`config.mk`:
```
export PLATFORM = sky130hd
export DESIGN_NAME = prod_accum
export DESIGN_NICKNAME = d
export VERILOG_FILES = /design/src/rtl/prod_accum.sv
export SDC_FILE = /design/constraint.sdc
export NUM_CORES = 1
export LEC_CHECK = 0
export ABC_AREA = 1
export BUFFER_PORTS_ARGS = -buffer_cell sky130_fd_sc_hd__buf_2
export CORE_ASPECT_RATIO = 0.6
export CORE_MARGIN = 2
export CORE_UTILIZATION = 58
export CTS_CLUSTER_DIAMETER = 50
export CTS_CLUSTER_SIZE = 25
export DETAILED_ROUTE_END_ITERATION = 10
export PLACE_DENSITY = 0.83
export REMOVE_ABC_BUFFERS = 1
export SYNTH_ARGS = -nofsm -noshare
export SYNTH_HDL_FRONTEND = slang
export SYNTH_SLANG_ARGS = --single-unit
```
`constraint.sdc`:
```
create_clock -name clk -period 2.5 [get_ports clk]
set_input_delay 0.25 -clock clk [delete_from_list [all_inputs] [get_ports clk]]
set_output_delay 0.25 -clock clk [all_outputs]
set_load 0.01 [all_outputs]
```
`src/rtl/prod_accum.sv`:
```
// prod_accum: sums LEN signed products per group, one per p_done rising edge; result held until sum_ready (never stalls upstream).
// Result valid the cycle after the completing acceptance; PROD_ACCUM_SAT_EN selects clamping instead of wrapping adds.
module prod_accum #(
  parameter int LEN   = 4,
  parameter int ACC_W = 24
) (
  input  logic                    clk,
  input  logic                    rst,
  input  logic signed [15:0]      p_in,
  input  logic                    p_done,
  input  logic                    clr,
  output logic signed [ACC_W-1:0] sum,
  output logic                    sum_valid,
  input  logic                    sum_ready,
  output logic                    busy,
  output logic                    ovr,
  output logic                    sat
);
  localparam int CNT_W = $clog2(LEN + 1);
  localparam logic [CNT_W-1:0] LAST = CNT_W'(LEN - 1);
  localparam logic signed [ACC_W-1:0] ACC_MAX = {1'b0, {(ACC_W-1){1'b1}}};
  localparam logic signed [ACC_W-1:0] ACC_MIN = {1'b1, {(ACC_W-1){1'b0}}};

  typedef enum logic {IDLE = 1'b0, ACCUM = 1'b1} state_t;

  state_t                  state, state_nx;
  logic signed [ACC_W-1:0] acc, acc_nx, p_ext, add_wrap, add_res;
  logic [CNT_W-1:0]        cnt, cnt_nx;
  logic                    done_q, armed, accept, ovf, complete, load;
  logic                    sum_valid_nx, ovr_nx, sat_nx;

  assign p_ext    = ACC_W'(p_in);
  assign add_wrap = acc + p_ext;
  assign ovf      = (acc[ACC_W-1] == p_ext[ACC_W-1]) && (add_wrap[ACC_W-1] != acc[ACC_W-1]);

`ifdef PROD_ACCUM_SAT_EN
  assign add_res = ovf ? (acc[ACC_W-1] ? ACC_MIN : ACC_MAX) : add_wrap;
`else
  assign add_res = add_wrap;
`endif

  // armed blocks a p_done that is already high when reset releases from counting as an edge
  assign accept = p_done && !done_q && armed;
  assign busy   = (cnt != '0);

  always_comb begin
    state_nx = state;
    acc_nx   = acc;
    cnt_nx   = cnt;
    complete = 1'b0;
    ovr_nx   = ovr;
    sat_nx   = sat;
    if (clr) begin
      state_nx = IDLE;
      acc_nx   = '0;
      cnt_nx   = '0;
      ovr_nx   = 1'b0;
      sat_nx   = 1'b0;
    end else if (accept) begin
      sat_nx = sat | ovf;
      case (state)
        IDLE: begin
          if (LEN == 1) begin
            complete = 1'b1;
          end else begin
            state_nx = ACCUM;
            acc_nx   = add_res;
            cnt_nx   = CNT_W'(1);
          end
        end
        ACCUM: begin
          if (cnt == LAST) begin
            complete = 1'b1;
          end else begin
            acc_nx = add_res;
            cnt_nx = cnt + CNT_W'(1);
          end
        end
        default: state_nx = IDLE;
      endcase
      if (complete) begin
        state_nx = IDLE;
        acc_nx   = '0;
        cnt_nx   = '0;
      end
    end
    load = complete && (!sum_valid || sum_ready);
    if (complete && sum_valid && !sum_ready) ovr_nx = 1'b1;
    sum_valid_nx = load || (sum_valid && !sum_ready);
  end

  always_ff @(posedge clk or negedge rst) begin
    if (!rst) begin
      state     <= IDLE;
      acc       <= '0;
      cnt       <= '0;
      done_q    <= 1'b0;
      armed     <= 1'b0;
      sum       <= '0;
      sum_valid <= 1'b0;
      ovr       <= 1'b0;
      sat       <= 1'b0;
    end else begin
      state     <= state_nx;
      acc       <= acc_nx;
      cnt       <= cnt_nx;
      done_q    <= p_done;
      armed     <= armed | ~p_done;
      sum_valid <= sum_valid_nx;
      ovr       <= ovr_nx;
      sat       <= sat_nx;
      if (load) sum <= add_res;
    end
  end
endmodule

```
==> flow_summary_export.csv, run 1 <==
group,metric,value,unit
detailed_routing,vias,3488,
power,leakagePower,2.44,nW
yosys,yosysTopAreaCellShare,39.1,%
critical_path,cp_max_fo,4,
floorplan,num_io_pins,49,
yosys,synth_area_leaders,"dfrtp_1, nand2_1, ha_1, inv_1, nand3_1",
detailed_routing,wl_per_cell,15.1,um
detailed_routing,via_per_inst,5.35,
detailed_routing,wl,9.86,mm
sta,max-slew-margin-rel,54.5,%
yosys,avgSynthCellArea,7.21,um2
critical_path,ff2ff_setup_slack,0.35,ns
min_path,min_from,"p_done",
clock_network,cts_setup_buffers,0,
yosys,async_reset_ff_share,100,%
clock_network,cts_resized,0,
layout,final_common_cell,"nand2_1",
power,peakVddDrop,0.346,mV
place,dp.cells,635,
yosys,ys_types,33,
job,drv_cap,0,
yosys,ys_ff_latch,57,
layout,diodes,0,
sta,tightest_slew,0.683,ns
layout,final_cells,652,
clock_network,clk_pin_slew,0.07,ns
floorplan,die-area,6960,um2
sta,hold_viol_final,0,
global_routing,grt_pass1_vias,3329,
place,gp_congestion,0.984,
sta,min_period_over_period,86.1,%
detailed_routing,drt-initial-drc-count,288,
sta,slew_violations,0,
sta,fin_crit,2.15,ns
clock_network,cts_tree,"built",
min_path,hold_depth,1,
sta,fin_worst_skew,0.00587,ns
floorplan,fp.dieH,65.4,um
critical_path,r2r-start,"acc[0]$_DFFE_PN0P_",
sta,max_freq,0.465,GHz
layout,syn_to_final_growth,16.1,%
critical_path,cp-start-kind,"flop",
global_routing,track_usage,30.7,%
clock_network,clock_path_buffers,2,
run_status,status,"finished, final reports clean",
yosys,synth-edff-count,0,
critical_path,max_stage_delay,0.45,ns
yosys,syn_inst,506,
yosys,yosysSeqAreaShare,39.1,%
critical_path,cp_data_arrival_time,2.43,ns
clock_network,hold_buffers,1,
yosys,synth_ff_type,"dfrtp_1",
floorplan,rows,22,
critical_path,cp_cell_sequence,"ha_1 > inv_1 > fa_1 > o21ai_2 > nand2_2 > nand2_2 > nand2_2 > nand2_2 > xor2_1 > nand2_1 > nand2_1",
min_path,hold-path-endpoint,"done_q$_DFF_PN0_",
layout,final_layout_size_suffix_gt1_share,14.8,%
yosys,yosysWarnings,0,
clock_network,root_buffer,"clkbuf_8",
clock_network,insertion_delay,0.34,ns
global_routing,antenna_found_initial,0,
floorplan,die_w,106,um
critical_path,critical_path_class,"flop to flop",
detailed_routing,drc_errors,0,
sta,setup_ws,0.348,ns
yosys,synth_area,3650,um2
sta,setup_tns,0,ns
critical_path,required,2.78,ns
place,io_buffer_count,48,
critical_path,reg2reg_depth,11,
global_routing,grt_max_degree,31,
layout,mostFrequentLayoutCells,"nand2_1, inv_1, dfrtp_1, buf_2, nand3_1",
sta,finalSetupViolations,0,
critical_path,path_common_cell,"nand2_2",
global_routing,grt_pass1_wl,16.2,mm
layout,nNetsFinal,611,
layout,post-route-util,69.6,%
place,post-place-ws,0.411,ns
critical_path,r2r-end,"sum[10]$_DFFE_PN0P_",
power,powerDensity,579,nW/um2
critical_path,cp-end-kind,"flop",
clock_network,cts_buffers,9,
clock_network,htree_levels,3,
floorplan,start_util,60.0,%
clock_network,clock_sinks,57,
detailed_routing,dr.pass1.iters,7,
place,hpwl,7.73,mm
detailed_routing,ant_nets,0,
min_path,hold_class,"input port to flop",
critical_path,slowest_stage,"fa_1",
global_routing,grt_overflow,0,
yosys,yosysTopAreaCell,"dfrtp_1",
sta,rsz0062_at_grt,"false",
floorplan,coreArea,6080,um2
-- flip-flops by register name, indices dropped and copies added (netlist names) --
register   flops
sum_valid      1
done_q         1
sum           24
armed          1
state          1
cnt            3
acc           24
sat            1
ovr            1
-- routing by layer --
layer | share of wire (%) | GRT usage [%] | vias up
met5 | 0 | 0 | -
met4 | 1.4 | 7.63 | 0
met3 | 7.8 | 6.55 | 21
met2 | 41 | 46.0 | 137
met1 | 49 | 45.5 | 1585
li1 | - | - | 1745
-- stage by stage --
| stage | power [mW] | area, um2 | hold slack (ns) |
|---|---|---|---|
| 2_1_floorplan | 1.33 | 3610 | -0.0456 |
| 6_report | 2.45 | 4240 | 0.0413 |
| 4_1_cts | 2.45 | 4240 | 0.0325 |
| 3_5_place_dp | 1.49 | 4010 | 0.337 |
| 3_3_place_gp | 1.48 | 4010 | 0.298 |
| 5_1_grt | 2.57 | 4240 | 0.0315 |
-- where the power goes --
group          internal [mW]  total, mW  switching (mW)
registers              0.957      0.977          0.0204
clock network          0.558      0.967           0.409
logic                  0.167      0.507           0.340
total                   1.68       2.45           0.769
-- cell usage after synthesis (4+ instances only) --
master	count
o21ai_0	27
inv_1	63
dfrtp_1	57
nand2_1	178
nand4_1	9
xnor2_1	6
nor2_1	29
nand3_1	39
o21ai_1	6
ha_1	26
clkbuf_1	4
nand2_2	5
a21oi_1	22
-- area by class of cell --
type / instances / area (um2)
well taps: 84 / 105
fillers: 521 / 1850
repair buffers: 54 / 300
multi-input cells: 375 / 1940
clock buffers: 9 / 124
inverters: 66 / 248
clock inverters: 7 / 95.1
flip-flops and latches: 57 / 1430
-- worst max-delay path, delay by kind of cell, from the launching register on --
| kind | cells | cell delay (ns) |
|---|---|---|
| AOI/OAI and AO/OA | 1 | 0.29 |
| xor gates and xnor gates | 1 | 0.26 |
| DFF | 1 | 0.35 |
| adders and majority gates | 2 | 0.61 |
| buffers and inverters | 1 | 0.07 |
| and+or+nand+nor | 6 | 0.53 |
-- how the worst max path moves through the flow --
stage	startpoint	endpoint	cells past startpoint
floorplan	cnt[0]$_DFFE_PN0P_	sum[12]$_DFFE_PN0P_	8
global placement	p_in[0]	sum[10]$_DFFE_PN0P_	12
detailed placement	p_in[0]	sum[10]$_DFFE_PN0P_	12
CTS	acc[0]$_DFFE_PN0P_	sum[10]$_DFFE_PN0P_	11
global route	acc[0]$_DFFE_PN0P_	sum[10]$_DFFE_PN0P_	11
finish	acc[0]$_DFFE_PN0P_	sum[10]$_DFFE_PN0P_	11
-- cells by family after synthesis --
| kind of cell | after synthesis | synth area share [%] |
|---|---|---|
| AO/OA/AOI/OAI | 64 | 9.43 |
| XOR/XNOR | 9 | 2.16 |
| adder cells (fa/ha/maj) | 27 | 9.46 |
| buffers and inverters | 74 | 7.82 |
| flip-flops | 57 | 39.1 |
| AND/OR/NAND/NOR | 275 | 32.1 |
Power figures use the tool's default switching activity.
==> inputs of run 2 (changes only) <==
CORE_UTILIZATION = 60   (was 58)
CTS_BUF_LIST = sky130_fd_sc_hd__clkbuf_4 sky130_fd_sc_hd__clkbuf_8   (was default)
PLACE_DENSITY = 0.86   (was 0.83)
==> run 2 against run 1 <==
Against the previous run: power fell by 3.0%; core utilization is 3.9 points higher; sequential power is essentially flat; register-to-register slack better by 0.02 ns.
==> flow_summary_export.csv, run 2 (same netlist as run 1, synthesis figures left out) <==
group,metric,value,unit
power,powerDensity,564,nW/um2
place,hpwl,7.76,mm
power,intPower,1.64,mW
layout,final_layout_size_suffix_gt1_share,14.9,%
detailed_routing,ant_nets,0,
layout,mostFrequentLayoutCells,"nand2_1, inv_1, dfrtp_1, buf_2, nand3_1",
floorplan,num_io_pins,49,
detailed_routing,drt-initial-drc-count,257,
sta,tightest_slew,0.339,ns
global_routing,grt_max_degree,26,
layout,final_common_cell,"nand2_1",
floorplan,die_w,105,um
power,p_sw,0.736,mW
power,clockPowerShare,37.5,%
place,dpl-instance-area,4010,um2
clock_network,cts_setup_buffers,0,
run_status,status,"finished, final reports clean",
sta,finalSetupViolations,0,
min_path,hold_class,"input port to flop",
sta,min_period_over_period,85.4,%
sta,hold_viol_final,0,
clock_network,insertion_delay,0.35,ns
power,p_sw_share,31.0,%
floorplan,start_util,63.7,%
detailed_routing,dr.pass1.iters,5,
clock_network,cts_buffers,9,
sta,fin_crit,2.14,ns
detailed_routing,wl,9.98,mm
sta,rsz0062_at_grt,"false",
power,peakVddDrop,0.399,mV
sta,max-slew-margin-rel,77.3,%
layout,final_area,4210,um2
clock_network,clock_path_buffers,2,
detailed_routing,vias,3583,
power,seq_power_share,41.2,%
detailed_routing,wl_per_cell,15.4,um
floorplan,die-area,6740,um2
layout,final_cells,649,
critical_path,cp-start-kind,"flop",
sta,max_freq,0.468,GHz
global_routing,track_usage,33.0,%
sta,setup_tns,0,ns
job,drv_cap,0,
layout,syn_to_final_growth,15.5,%
layout,nNetsFinal,613,
place,gp_congestion,0.961,
critical_path,required,2.74,ns
layout,reg_top3,"acc x24, sum x24, cnt x3",
clock_network,root_buffer,"clkbuf_8",
floorplan,fp.dieH,64.4,um
global_routing,grt_overflow,0,
detailed_routing,drc_errors,0,
clock_network,clock_sinks,57,
place,dp.cells,633,
clock_network,htree_levels,3,
global_routing,antenna_found_initial,0,
critical_path,cp_max_fo,4,
clock_network,clk_pin_slew,0.07,ns
sta,slew_violations,0,
place,io_buffer_count,48,
global_routing,grt_pass1_wl,17.1,mm
critical_path,cp-end-kind,"flop",
layout,diodes,0,
critical_path,critical_path_class,"flop to flop",
floorplan,rows,21,
power,comb_power_share,21.2,%
sta,fin_worst_skew,0.0124,ns
clock_network,cts_tree,"built",
power,finalPower,2.38,mW
detailed_routing,via_per_inst,5.52,
power,leakagePower,2.46,nW
global_routing,grt_pass1_vias,3597,
critical_path,cp_data_arrival_time,2.37,ns
floorplan,coreArea,5730,um2
## run 2: what timing repair did
action                                 in CTS  in global routing
gates resized for setup                     0                  0
hold buffers                                1                  0
endpoints found under the hold margin       7                  0
## run 2: stage by stage
step	util, %	worst slack [ns]	hold slack (ns)
after floorplan	-	0.607	-0.0456
after global placement	69.9	0.430	0.104
after detailed placement	69.9	0.439	0.113
after CTS	73.6	0.370	0.0368
after global routing	73.6	0.210	0.0335
final	73.6	0.364	0.0392
## run 2: layout make-up
| type | count | area (um2) |
|---|---|---|
| clock inverters | 3 | 40.0 |
| repair buffers | 56 | 303 |
| flip-flops and latches | 57 | 1430 |
| fillers | 492 | 1510 |
| multi-input cells | 375 | 1940 |
| clock buffers | 12 | 159 |
| inverters | 66 | 248 |
| well taps | 80 | 100 |
## run 2: critical path, stage by stage, from the launching register on
cell     delay [ns]
dfrtp_1        0.34
ha_1           0.16
inv_1          0.06
fa_1           0.43
o21ai_2        0.28
nand2_2        0.09
a21oi_1        0.29
o21ai_0        0.20
nand3_1        0.12
nand2_1        0.06
## run 2: path summary, 6_finish.rpt
| path | from | endpoint | slack, ns | cells after the start |
|---|---|---|---|---|
| max in group asynchronous | rst | acc[21]$_DFFE_PN0P_ | 1.61 | 3 |
| min reg2reg | armed$_DFF_PN0_ | armed$_DFF_PN0_ | 0.46 | 2 |
| min in group asynchronous | rst | acc[6]$_DFFE_PN0P_ | 0.29 | 2 |
| max reg2reg | acc[0]$_DFFE_PN0P_ | acc[14]$_DFFE_PN0P_ | 0.36 | 9 |
| min | p_done | done_q$_DFF_PN0_ | 0.04 | 1 |
| max | acc[0]$_DFFE_PN0P_ | acc[14]$_DFFE_PN0P_ | 0.36 | 9 |
## run 2: power groups by stage
stage / registers (mW) / logic, mW / clock network, mW
floorplan: 0.992 / 0.336 / 0
global placement: 0.994 / 0.475 / 0
detailed placement: 0.996 / 0.489 / 0
CTS: 0.979 / 0.495 / 0.893
global route: 0.983 / 0.570 / 0.934
finish: 0.980 / 0.505 / 0.892
## run 2: routing by layer
| layer | GRT usage (%) | part of all wire (%) | wire (um) | up-vias |
|---|---|---|---|---|
| met1 | 45.7 | 48 | 4760 | 1656 |
| met3 | 9.56 | 9.8 | 974 | 26 |
| met5 | 0 | 0 | 0 | - |
| met4 | 10.5 | 1.9 | 189 | 0 |
| li1 | - | - | - | 1743 |
| met2 | 50.4 | 41 | 4060 | 158 |
